### config.mk
export PLATFORM = sky130hd
export DESIGN_NAME = ptc_tap_encoder
export DESIGN_NICKNAME = d
export VERILOG_FILES = /design/src/rtl/ptc_tap_encoder.sv
export SDC_FILE = /design/constraint.sdc
export NUM_CORES = 1
export LEC_CHECK = 0
export ABC_AREA = 1
export CELL_PAD_IN_SITES_DETAIL_PLACEMENT = 1
export CELL_PAD_IN_SITES_GLOBAL_PLACEMENT = 2
export CORE_ASPECT_RATIO = 1.4
export CORE_MARGIN = 5
export CORE_UTILIZATION = 27
export CTS_CLUSTER_SIZE = 30
export DETAILED_ROUTE_END_ITERATION = 7
export GPL_TIMING_DRIVEN = 0
export HOLD_SLACK_MARGIN = 0.05
export PLACE_DENSITY_LB_ADDON = 0.3
export SYNTH_ARGS = -nofsm -noshare
export SYNTH_HDL_FRONTEND = slang
export SYNTH_SLANG_ARGS = --single-unit
### constraint.sdc
create_clock -name clk -period 2.2 [get_ports clk]
set_input_delay 0.55 -clock clk [delete_from_list [all_inputs] [get_ports clk]]
set_output_delay 0.55 -clock clk [all_outputs]
set_load 0.005 [all_outputs]
### src/rtl/ptc_tap_encoder.sv
// Encodes the PTC one-hot tap vector back to the 4-bit coarse code, debounces it,
// counts illegal vectors and publishes each new stable code over valid/ready.
module ptc_tap_encoder #(
  parameter int STABLE_CNT = 4,
  parameter int CNT_W      = 4
) (
  input  logic        clk,
  input  logic        rst_n,
  input  logic        sample_en,
  input  logic [15:0] tap_vec,
  input  logic        clr_err,
  input  logic        code_ready,
  output logic        code_valid,
  output logic [3:0]  code,
  output logic        code_err,
  output logic [7:0]  err_cnt
);

  typedef enum logic [1:0] {
    S_SEARCH,
    S_PRESENT,
    S_LOCKED
  } state_t;

  localparam logic [CNT_W-1:0] LP_STABLE = CNT_W'(STABLE_CNT);

  state_t           r_state;
  logic [15:0]      r_tap_q;
  logic             r_smp_v;
  logic [3:0]       r_cand;
  logic [CNT_W-1:0] r_cnt;
  logic             r_pub_vld;
  logic [3:0]       r_code;
  logic             r_code_valid;
  logic             r_code_err;
  logic [7:0]       r_err_cnt;

  logic [3:0]       w_enc;
  logic             w_hot;
  logic             w_multi;
  logic             w_legal;
  logic             w_illegal;
  logic [3:0]       w_cand_nx;
  logic [CNT_W-1:0] w_cnt_nx;
  logic             w_stable;

  assign code_valid = r_code_valid;
  assign code       = r_code;
  assign code_err   = r_code_err;
  assign err_cnt    = r_err_cnt;

  // Bit 15 has no code slot, so any vector touching it is illegal.
  always_comb begin
    w_enc   = 4'd0;
    w_hot   = 1'b0;
    w_multi = 1'b0;
    for (int k = 0; k < 15; k++) begin
      if (r_tap_q[k]) begin
        if (w_hot) w_multi = 1'b1;
        w_hot = 1'b1;
        w_enc = 4'(k + 1);
      end
    end
    w_legal   = !r_tap_q[15] && !w_multi;
    w_illegal = r_smp_v && !w_legal;
  end

  always_comb begin
    w_cand_nx = r_cand;
    w_cnt_nx  = r_cnt;
    if (r_smp_v) begin
      if (!w_legal) begin
        w_cnt_nx = '0;
      end else if (w_enc == r_cand) begin
        if (r_cnt != LP_STABLE) w_cnt_nx = r_cnt + 1'b1;
      end else begin
        w_cand_nx = w_enc;
        w_cnt_nx  = CNT_W'(1);
      end
    end
    w_stable = (w_cnt_nx == LP_STABLE);
  end

  always_ff @(posedge clk) begin
    if (!rst_n) begin
      r_state      <= S_SEARCH;
      r_tap_q      <= '0;
      r_smp_v      <= 1'b0;
      r_cand       <= '0;
      r_cnt        <= '0;
      r_pub_vld    <= 1'b0;
      r_code       <= '0;
      r_code_valid <= 1'b0;
      r_code_err   <= 1'b0;
      r_err_cnt    <= '0;
    end else begin
      if (sample_en) r_tap_q <= tap_vec;
      r_smp_v    <= sample_en;
      r_cand     <= w_cand_nx;
      r_cnt      <= w_cnt_nx;
      r_code_err <= w_illegal;

      if (clr_err)
        r_err_cnt <= '0;
      else if (w_illegal && r_err_cnt != 8'hFF)
        r_err_cnt <= r_err_cnt + 8'd1;

      case (r_state)
        S_SEARCH: begin
          // Stability is judged on the post-update count so publishing lands on the same edge.
          if (w_stable) begin
            if (w_cand_nx != r_code || !r_pub_vld) begin
              r_code       <= w_cand_nx;
              r_code_valid <= 1'b1;
              r_pub_vld    <= 1'b1;
              r_state      <= S_PRESENT;
            end else begin
              r_state <= S_LOCKED;
            end
          end
        end
        S_PRESENT: begin
          if (code_ready) begin
            r_code_valid <= 1'b0;
            if (w_stable && w_cand_nx != r_code)
              r_state <= S_SEARCH;
            else
              r_state <= S_LOCKED;
          end
        end
        S_LOCKED: begin
          if (r_smp_v && (!w_legal || w_enc != r_code))
            r_state <= S_SEARCH;
        end
        default: r_state <= S_SEARCH;
      endcase
    end
  end

endmodule

==> results of run 1 <==
[through the flow]
step	utilization (%)	setup WS (ns)	std cells
2_1_floorplan	-	0.0110	347
3_3_place_gp	33.1	-0.486	486
3_5_place_dp	33.1	-0.508	486
4_1_cts	37.6	-0.350	517
5_1_grt	39.1	-0.593	517
6_report	39.1	-0.321	517
[worst reg2reg max path, delay by kind of cell, from the launching register on]
kind	cells	cell delay [ns]
flops	1	0.35
buf+inv	3	0.39
compound gates	5	0.66
simple gates	9	1.05
[layout by cell type, fill, tap and decap left out, drive strengths merged, types with 2 or more instances in the layout]
cell type | netlist | final
nor4 | 2 | 2
ha | 3 | 3
clkinv | 2 | 3
nand2 | 84 | 84
inv | 48 | 49
nor2 | 46 | 46
clkbuf | 5 | 11
a31oi | 2 | 2
buf | 1 | 24
dfxtp | 42 | 42
a21oi | 36 | 36
xor2 | 5 | 5
clkdlybuf4s50 | 0 | 34
o21ai | 35 | 35
nand4 | 6 | 6
nand3 | 22 | 22
[flip-flops by register name, indices dropped and copies added (netlist names)]
signal	count
r_cnt	4
r_tap_q	16
code	4
r_pub_vld	1
code_valid	1
r_smp_v	1
r_cand	4
code_err	1
err_cnt	8
r_state	2
[routing by layer]
metal	wire length, µm	GRT usage (%)
met5	0	0
met4	202	4.75
met3	186	2.79
met2	3860	26.7
met1	2700	14.7
[final timing paths]
path / end / slack [ns] / cells after the start
setup / recovery: code[2] / -0.32 / 17
setup reg to reg: code[2] / -0.32 / 17
hold / removal: code_valid / 0.48 / 2
hold reg to reg: code_valid / 0.48 / 2
[area by class of cell]
cell class | count | area, µm²
Inverter | 50 | 198
Timing Repair Buffer | 57 | 528
Multi-Input combinational cell | 249 | 1470
Buffer | 6 | 23.8
Tap cell | 105 | 131
Sequential cell | 42 | 852
Clock buffer | 6 | 129
Fill cell | 1092 | 5210
Clock inverter | 2 | 13.8
[where the power goes]
| part | internal (mW) | switching (mW) | total (mW) |
|---|---|---|---|
| clock | 0.421 | 0.314 | 0.735 |
| sequential | 0.788 | 0.0252 | 0.813 |
| combinational | 0.167 | 0.223 | 0.390 |
| total | 1.38 | 0.561 | 1.94 |
[cell families after synthesis]
logic type | count (synthesis)
simple gates | 164
xor+xnor | 6
compound gates | 76
fa+ha+maj | 3
buf+inv | 56
flops | 42
[repair_timing]
action | 4_1_cts | 5_1_grt
gates resized for setup | 18 | 40
setup endpoints to repair | 17 | 19
buffers inserted | 23 | 5
pin swaps | 12 | 20
==> run_results.csv, run 1 <==
group,metric,value,unit
clock_tree,clk_latency,0.29,ns
critical_path,crit_arrival,2.75,ns
run,drv_cap,0,
placed_design,port-buffer-count,34,
timing,holdWs,0.476,ns
timing,fin_skew,0.00515,ns
timing,max_slew.worst_pin.slew,0.634,ns
timing,tns,-2.75,ns
timing,min_period,2.52,ns
clock_tree,cts_buffers,5,
power_and_ir_drop,finalPower,1.94,mW
power_and_ir_drop,irDropWorstVdd,0.349,mV
critical_path,endpoint_kind,"register",
clock_tree,clk_path_buf_depth,2,
synthesis,synth_fa_ha_area_share,1.59,%
final_layout,layout-drive-gt1-share,24.3,%
synthesis,synthSimpleGateAreaFrac,34.7,%
synthesis,yosysUniqueCellTypes,36,
timing,fmax,0.397,GHz
synthesis,seq_area_frac_synth,35.6,%
timing,max_slew_margin,57.7,%
floorplanning,initial_core_util,27.6,%
critical_path,crit_family,"simple AND/OR/NAND/NOR gates",
clock_tree,clock-sinks,42,
critical_path,critical_path.max_stage_delay,0.35,ns
synthesis,yosys.area.top_type,"dfxtp_1",
critical_path,cp_max_fo,7,
critical_path,cp_cell_sequence,"nor2_4 > nand2_4 > buf_4 > a21o_1 > inv_1 > nand2_1 > a21oi_2 > o21ai_1 > a21oi_2 > nand3_2 > nand2_1 > nand2_1 > nor2_4 > nand4_4 > inv_4 > o21ai_2 > nor2_1",
route,wire_per_inst,13.4,µm
synthesis,synth_area,2360,µm²
route,drt_iter0_markers,55,
grt,gr-total-overflow,0,
critical_path,cp_slowest_cell,"dfxtp_4",
synthesis,synth_common_cells,"75 x nand2_1, 44 x inv_1, 42 x dfxtp_1",
clock_tree,cts_root_buffer,"clkbuf_16",
clock_tree,cts_tree,"yes",
clock_tree,cts.reportedPaths.clkPinSlew,0.06,ns
floorplanning,die_y,121,µm
critical_path,cp.required,2.43,ns
synthesis,yosysTopAreaCellShare,35.6,%
route,drc,0,
min_path,worstHoldStart,"code_valid",
timing,final_hold_viol_count,0,
synthesis,synth_cells,347,
route,drtAntennaViolNets,0,
final_layout,nets,435,
route,dr.pass1.iters,4,
grt,grt_usage,14.0,%
route,via_count,2414,
placed_design,gp_congestion,0.758,
timing,fin_crit_sh,115,%
synthesis,synth_area_leaders,"dfxtp_1 36%, nand2_1 12%, a21oi_1 7.4%, inv_1 7.0%, o21ai_0 5.7%",
timing,finalMaxSlewViolations,0,
min_path,holdCritPathClass,"reg -> reg",
final_layout,syn_to_final_growth,41.5,%
clock_tree,holdBufCountCts,0,
synthesis,synth-edff-count,0,
status,violations,"negative setup slack",
critical_path,cpMostUsedCell,"nand2_1",
floorplanning,dieArea,10800,µm²
floorplanning,fp.coreArea,8560,µm²
route,via_per_inst,4.67,
route,wirelength,6.95,mm
critical_path,cp_num_buf_inv,3,
timing,setup_violations,9,
synthesis,avgSynthCellArea,6.81,µm²
synthesis,synth_xor_area_share,2.22,%
synthesis,synth-compound-area-share,16.7,%
floorplanning,io_pins,35,
synthesis,yosysWarnings,0,
placed_design,place_area,2840,µm²
clock_tree,htree_num_levels,2,
critical_path,start_kind,"register",
synthesis,synth_ff_type,"dfxtp_1",
critical_path,startpoint,"r_tap_q[4]",
grt,grt_pass1_vias,2577,
grt,antenna_found_initial,0,
final_layout,antenna_cells,0,
synthesis,ys_seq_elements,42,
power_and_ir_drop,p_leak,1.35,nW
synthesis,syn_nets,371,
grt,grt_pass1_wl,11.8,mm
timing,setup_slack,-0.321,ns
final_layout,design_area,3350,µm²
synthesis,synth_most_common_cell,"nand2_1",
status,status,"finished with violations",
floorplanning,row_count,40,
grt,grt_max_degree,14,
power_and_ir_drop,power.density,579,nW/µm²
synthesis,synth.area.mux_share,0,%
floorplanning,die_w,89.1,µm
critical_path,r2r_start,"r_tap_q[4]",
placed_design,dp_hpwl,5.28,mm
synthesis,synth_top_family_by_area,"simple AND/OR/NAND/NOR gates",
timing,grt_setup_unrepaired,"yes",
synthesis,async_reset_ff_share,0,%
critical_path,critical_path_class,"reg -> reg",
No activity file was read; power rests on OpenSTA's default activity.
==> run 2: changes to the inputs <==
CORE_MARGIN = default   (was 5)
==> run 2 against run 1 <==
- the flow still finishes with violations (negative setup slack)
- sequential share of layout area up 0.39 points
- combinational power decreased by 3%
- clock skew is 0.0010 ns lower
- register-to-register slack better by 0.03 ns
- cell count fell by 1.5%
- core utilization decreased by 0.54 points
- sequential power hardly changed
- sequential cell count did not move
- worst hold slack got worse by 0.0081 ns
- global-route usage grew 1.8 points
==> run_results.csv, run 2 (same netlist as run 1, synthesis figures left out) <==
group,metric,value,unit
final_layout,design_area,3300,µm²
placed_design,port-buffer-count,34,
route,wirelength,6.71,mm
min_path,holdCritPathClass,"reg -> reg",
final_layout,nets,427,
critical_path,crit_arrival,2.68,ns
timing,setup_violations,8,
route,drc,0,
grt,grt_usage,15.9,%
floorplanning,initial_core_util,27.6,%
power_and_ir_drop,seq_power_share,42.0,%
grt,grt_pass1_vias,2374,
placed_design,dp_hpwl,5.13,mm
power_and_ir_drop,p_clk_share,38.5,%
clock_tree,cts_root_buffer,"clkbuf_16",
critical_path,cp.required,2.38,ns
route,via_per_inst,4.68,
timing,max_slew_margin,60.6,%
clock_tree,cts_tree,"yes",
floorplanning,row_count,40,
power_and_ir_drop,p_leak,1.32,nW
grt,grt_pass1_wl,11.0,mm
run,drv_cap,0,
clock_tree,clock-sinks,42,
clock_tree,cts_buffers,5,
power_and_ir_drop,p_comb_share,19.5,%
grt,antenna_found_initial,0,
route,wire_per_inst,13.2,µm
critical_path,endpoint_kind,"register",
clock_tree,clk_path_buf_depth,2,
power_and_ir_drop,power.density,587,nW/µm²
status,violations,"negative setup slack",
timing,finalMaxSlewViolations,0,
route,dr.pass1.iters,4,
grt,grt_max_degree,14,
timing,fin_crit_sh,113,%
critical_path,start_kind,"register",
final_layout,final_common_cell,"nand2_1",
final_layout,layout-drive-gt1-share,24.8,%
placed_design,gp_congestion,0.763,
critical_path,critical_path_class,"reg -> reg",
route,drtAntennaViolNets,0,
final_layout,regMostFlops,"r_tap_q",
timing,holdWs,0.468,ns
timing,final_hold_viol_count,0,
timing,setup_slack,-0.295,ns
timing,grt_setup_unrepaired,"yes",
final_layout,syn_to_final_growth,39.6,%
final_layout,layout_common_cells,"65 x nand2_1, 39 x inv_1, 36 x dfxtp_1, 34 x clkdlybuf4s50_1, 30 x a21oi_1",
clock_tree,cts.reportedPaths.clkPinSlew,0.06,ns
status,status,"finished with violations",
clock_tree,clk_latency,0.29,ns
timing,fin_skew,0.00411,ns
power_and_ir_drop,cell_internal_pwr,1.37,mW
power_and_ir_drop,swShare,29.3,%
timing,max_slew.worst_pin.slew,0.585,ns
final_layout,nFillCells,1069,
final_layout,largest_reg_flops,16,
floorplanning,fp.coreArea,8560,µm²
critical_path,reg2reg_slack,-0.30,ns
power_and_ir_drop,finalPower,1.94,mW
route,via_count,2381,
floorplanning,io_pins,35,
power_and_ir_drop,irDropWorstVdd,0.360,mV
floorplanning,dieArea,9140,µm²
timing,min_period,2.50,ns
clock_tree,htree_num_levels,2,
placed_design,dp_cells,486,
route,drt_iter0_markers,80,
placed_design,place_area,2840,µm²
timing,fmax,0.401,GHz
critical_path,cp_max_fo,7,
clock_tree,holdBufCountCts,0,
floorplanning,die_w,81.1,µm
grt,gr-total-overflow,0,
floorplanning,die_y,113,µm
power_and_ir_drop,power.switching,0.568,mW
final_layout,fin_cells,509,
final_layout,antenna_cells,0,
## run 2: worst max-delay path: stages, from the launching register on
cell	delay, ns
dfxtp_4	0.35
nor2_4	0.13
nand2_4	0.08
nor2_8	0.15
nand2_2	0.05
nand2_1	0.06
nand2_1	0.05
nand2_1	0.06
nand2_2	0.07
nor2_4	0.17
nand3_4	0.16
clkinv_4	0.11
nand2_4	0.05
nand2_2	0.06
nand2_1	0.06
nand2_2	0.07
nand3_4	0.08
nor2_4	0.14
nand2_2	0.07
nand4_4	0.13
inv_4	0.08
o21ai_1	0.13
nor2_1	0.05
## run 2: through the flow
stage / utilization [%] / setup slack (ns) / TNS, ns
floorplan: - / 0.0110 / 0
global placement: 33.1 / -0.485 / -4.90
detailed placement: 33.1 / -0.493 / -5.21
CTS: 36.4 / -0.314 / -2.30
global route: 38.6 / -0.542 / -4.34
finish: 38.6 / -0.295 / -2.05
## run 2: repair_timing
action                     CTS  global route
hold endpoints to repair     0             0
setup buffers                6             9
gates resized for setup     25            38
setup endpoints to repair   16            14
pin swaps                   10            15
gates cloned                 0             0
## run 2: power by group through the flow
| stage | registers [mW] | clock network, mW | logic, mW |
|---|---|---|---|
| after floorplan | 0.822 | 0 | 0.211 |
| after global placement | 0.826 | 0 | 0.304 |
| after detailed placement | 0.827 | 0 | 0.307 |
| after CTS | 0.812 | 0.771 | 0.339 |
| after global routing | 0.817 | 0.803 | 0.423 |
| final | 0.814 | 0.746 | 0.377 |
## run 2: cell type report
| cell class | count | area (µm²) | share of cell area [%] |
|---|---|---|---|
| multi-input combinational | 249 | 1490 | 45.3 |
| inverter | 50 | 195 | 5.91 |
| timing repair buffer | 49 | 460 | 13.9 |
| buffer | 6 | 23.8 | 0.720 |
| sequential | 42 | 853 | 25.9 |
| tap | 105 | 131 | 3.98 |
| clock inverter | 2 | 13.8 | 0.417 |
| clock buffer | 6 | 129 | 3.90 |
## run 2: path summary, 6_finish.rpt
kind / depth (start not counted) / endpoint / start
max reg2reg: 22 / code[1] / r_tap_q[6]
max: 22 / code[1] / r_tap_q[6]
min: 2 / code_valid / code_valid
min reg2reg: 2 / code_valid / code_valid
## run 2: metal layers
layer	vias up	track usage, %	wire, µm
met5	-	0	0
met1	1116	17.1	2730
met4	0	6.79	122
li1	1235	-	-
met2	23	29.2	3740
met3	7	2.90	123
==> run 3: changes to the inputs <==
REMOVE_ABC_BUFFERS = 1   (was default)
==> run 3 against run 2 <==
- the flow still finishes with violations (negative setup slack)
- die area is the same
- wire length shrank 3.6%
- clock skew shrank 0.00096 ns
- worst setup slack gained 0.018 ns
- cell area grew 1.5%
- first-iteration DRC count shrank 25%
- via count grew 0.67%
- register-to-register slack gained 0.02 ns
- sequential cell count is the same
- critical path depth is the same
- largest cell class unchanged
- largest power group unchanged
==> run_results.csv, run 3 (same netlist as run 1, synthesis figures left out) <==
group,metric,value,unit
min_path,holdCritPathClass,"reg -> reg",
critical_path,reg2reg_slack,-0.28,ns
clock_tree,cts_tree,"yes",
critical_path,start_kind,"register",
floorplanning,fp.coreArea,8560,µm²
critical_path,cp_cell_sequence,"nor2_4 > nand2_4 > nor2_8 > nand2_2 > nand2_1 > nand2_1 > nand2_1 > nand2_2 > nor2_4 > nand3_4 > nand2_2 > nand3_1 > nand2_2 > nand3_4 > nor2_4 > buf_4 > nand3_2 > nand2_1 > inv_1 > nand3_2 > nand2_2 > a21oi_2",
floorplanning,row_count,40,
route,drt_iter0_markers,60,
min_path,hold-path-endpoint,"code_valid",
critical_path,critical_path_class,"reg -> reg",
grt,grt_max_degree,32,
clock_tree,htree_num_levels,2,
final_layout,layout_common_cells,"60 x nand2_1, 40 x inv_1, 35 x dfxtp_1, 33 x clkdlybuf4s50_1",
clock_tree,clk_path_buf_depth,2,
power_and_ir_drop,finalPower,1.95,mW
clock_tree,clk_latency,0.28,ns
placed_design,dp_hpwl,4.74,mm
min_path,hold_depth,2,
route,drc,0,
timing,fin_crit_sh,113,%
placed_design,port-buffer-count,34,
floorplanning,initial_core_util,27.6,%
placed_design,gp_congestion,0.755,
clock_tree,clock-sinks,42,
route,via_count,2397,
timing,finalMaxSlewViolations,0,
timing,max_slew.worst_pin.slew,0.757,ns
timing,min_period,2.48,ns
timing,grt_setup_unrepaired,"yes",
run,drv_cap,0,
clock_tree,cts_root_buffer,"clkbuf_16",
route,wirelength,6.47,mm
status,status,"finished with violations",
floorplanning,die_y,113,µm
timing,fin_skew,0.00316,ns
critical_path,endpoint_kind,"register",
floorplanning,dieArea,9140,µm²
timing,max_slew_margin,49.5,%
power_and_ir_drop,irDropWorstVdd,0.274,mV
timing,setup_violations,8,
grt,grt_usage,15.4,%
power_and_ir_drop,p_leak,1.34,nW
final_layout,final_common_cell,"nand2_1",
power_and_ir_drop,power.density,581,nW/µm²
critical_path,critical_path.max_stage_delay,0.34,ns
final_layout,fin_util,39.1,%
critical_path,r2r_start,"r_tap_q[2]",
critical_path,r2r_end,"code_valid",
floorplanning,die_w,81.1,µm
route,wire_per_inst,12.7,µm
critical_path,crit_arrival,2.69,ns
final_layout,antenna_cells,0,
timing,final_hold_viol_count,0,
critical_path,cp_num_buf_inv,2,
critical_path,crit_family,"simple AND/OR/NAND/NOR gates",
critical_path,cpMostUsedCell,"nand2_2",
clock_tree,cts_buffers,5,
grt,grt_pass1_wl,11.0,mm
grt,grt_pass1_vias,2516,
final_layout,nets,426,
final_layout,regMostFlops,"r_tap_q",
final_layout,largest_reg_flops,16,
critical_path,cp.required,2.41,ns
grt,gr-total-overflow,0,
final_layout,syn_to_final_growth,41.6,%
timing,fmax,0.404,GHz
min_path,worstHoldStart,"code_valid",
clock_tree,cts.reportedPaths.clkPinSlew,0.06,ns
critical_path,rr_worst_depth,22,
grt,antenna_found_initial,0,
route,dr.pass1.iters,3,
critical_path,cp_slowest_cell,"dfxtp_2",
final_layout,nFillCells,1080,
final_layout,layout-drive-gt1-share,27.5,%
status,violations,"negative setup slack",
route,via_per_inst,4.72,
route,drtAntennaViolNets,0,
floorplanning,io_pins,35,
critical_path,cp_max_fo,6,
timing,setup_slack,-0.277,ns
==> run 3: per-layer routing <==
metal	up-vias	GRT usage (%)	wire [µm]
met4	0	5.00	106
met1	1136	16.1	2590
met5	-	0	0
met3	8	2.26	131
met2	26	30.3	3640
li1	1227	-	-
==> run 3: repair_timing <==
action,CTS,global route
resized for setup,43,26
pin swaps,12,19
hold buffers,0,0
setup endpoints to repair,17,14
setup buffers,13,7
==> run 3: tightest hold or removal path, delay by kind of cell (launching register included) <==
| family | cells | cell delay (ns) |
|---|---|---|
| DFF | 1 | 0.32 |
| AOI/OAI and AO/OA | 1 | 0.04 |
| and+or+nand+nor | 1 | 0.07 |
==> run 3: worst max path at each step <==
stage,start,endpoint,slack (ns),cells after the start
global placement,rst_n,err_cnt[3],-0.73,5
detailed placement,rst_n,err_cnt[3],-0.72,5
finish,r_tap_q[2],code_valid,-0.28,22
CTS,r_tap_q[4],code[2],-0.28,22
global route,r_tap_q[1],code[0],-0.57,21
floorplan,r_tap_q[7],r_state[1],0.01,18
==> run 3: area by class of cell <==
type	count	area [µm²]	area share (%)
flip-flops and latches	42	855	25.5
multi-input cells	249	1520	45.3
inverters	50	195	5.83
well taps	105	131	3.92
clock inverters	1	5.00	0.149
clock buffers	7	143	4.26
repair buffers	54	504	15.1
==> run 3: report_power, final <==
| group | internal (mW) | switching (mW) | leakage, nW |
|---|---|---|---|
| registers | 0.789 | 0.0254 | 0.346 |
| logic | 0.160 | 0.217 | 0.918 |
| clock network | 0.451 | 0.304 | 0.0739 |
==> run 3: stage by stage <==
stage                     instances  hold slack [ns]  setup slack [ns]  cell area [µm²]  setup TNS [ns]
final                           508            0.465            -0.277             3350           -2.12
after global routing            508            0.486            -0.570             3350           -4.44
after CTS                       501            0.474            -0.280             3210           -2.09
after detailed placement        480            0.463            -0.722             2810          -10.96
after global placement          480            0.453            -0.730             2810          -10.76
after floorplan                 341            0.460            0.0110             2340               0
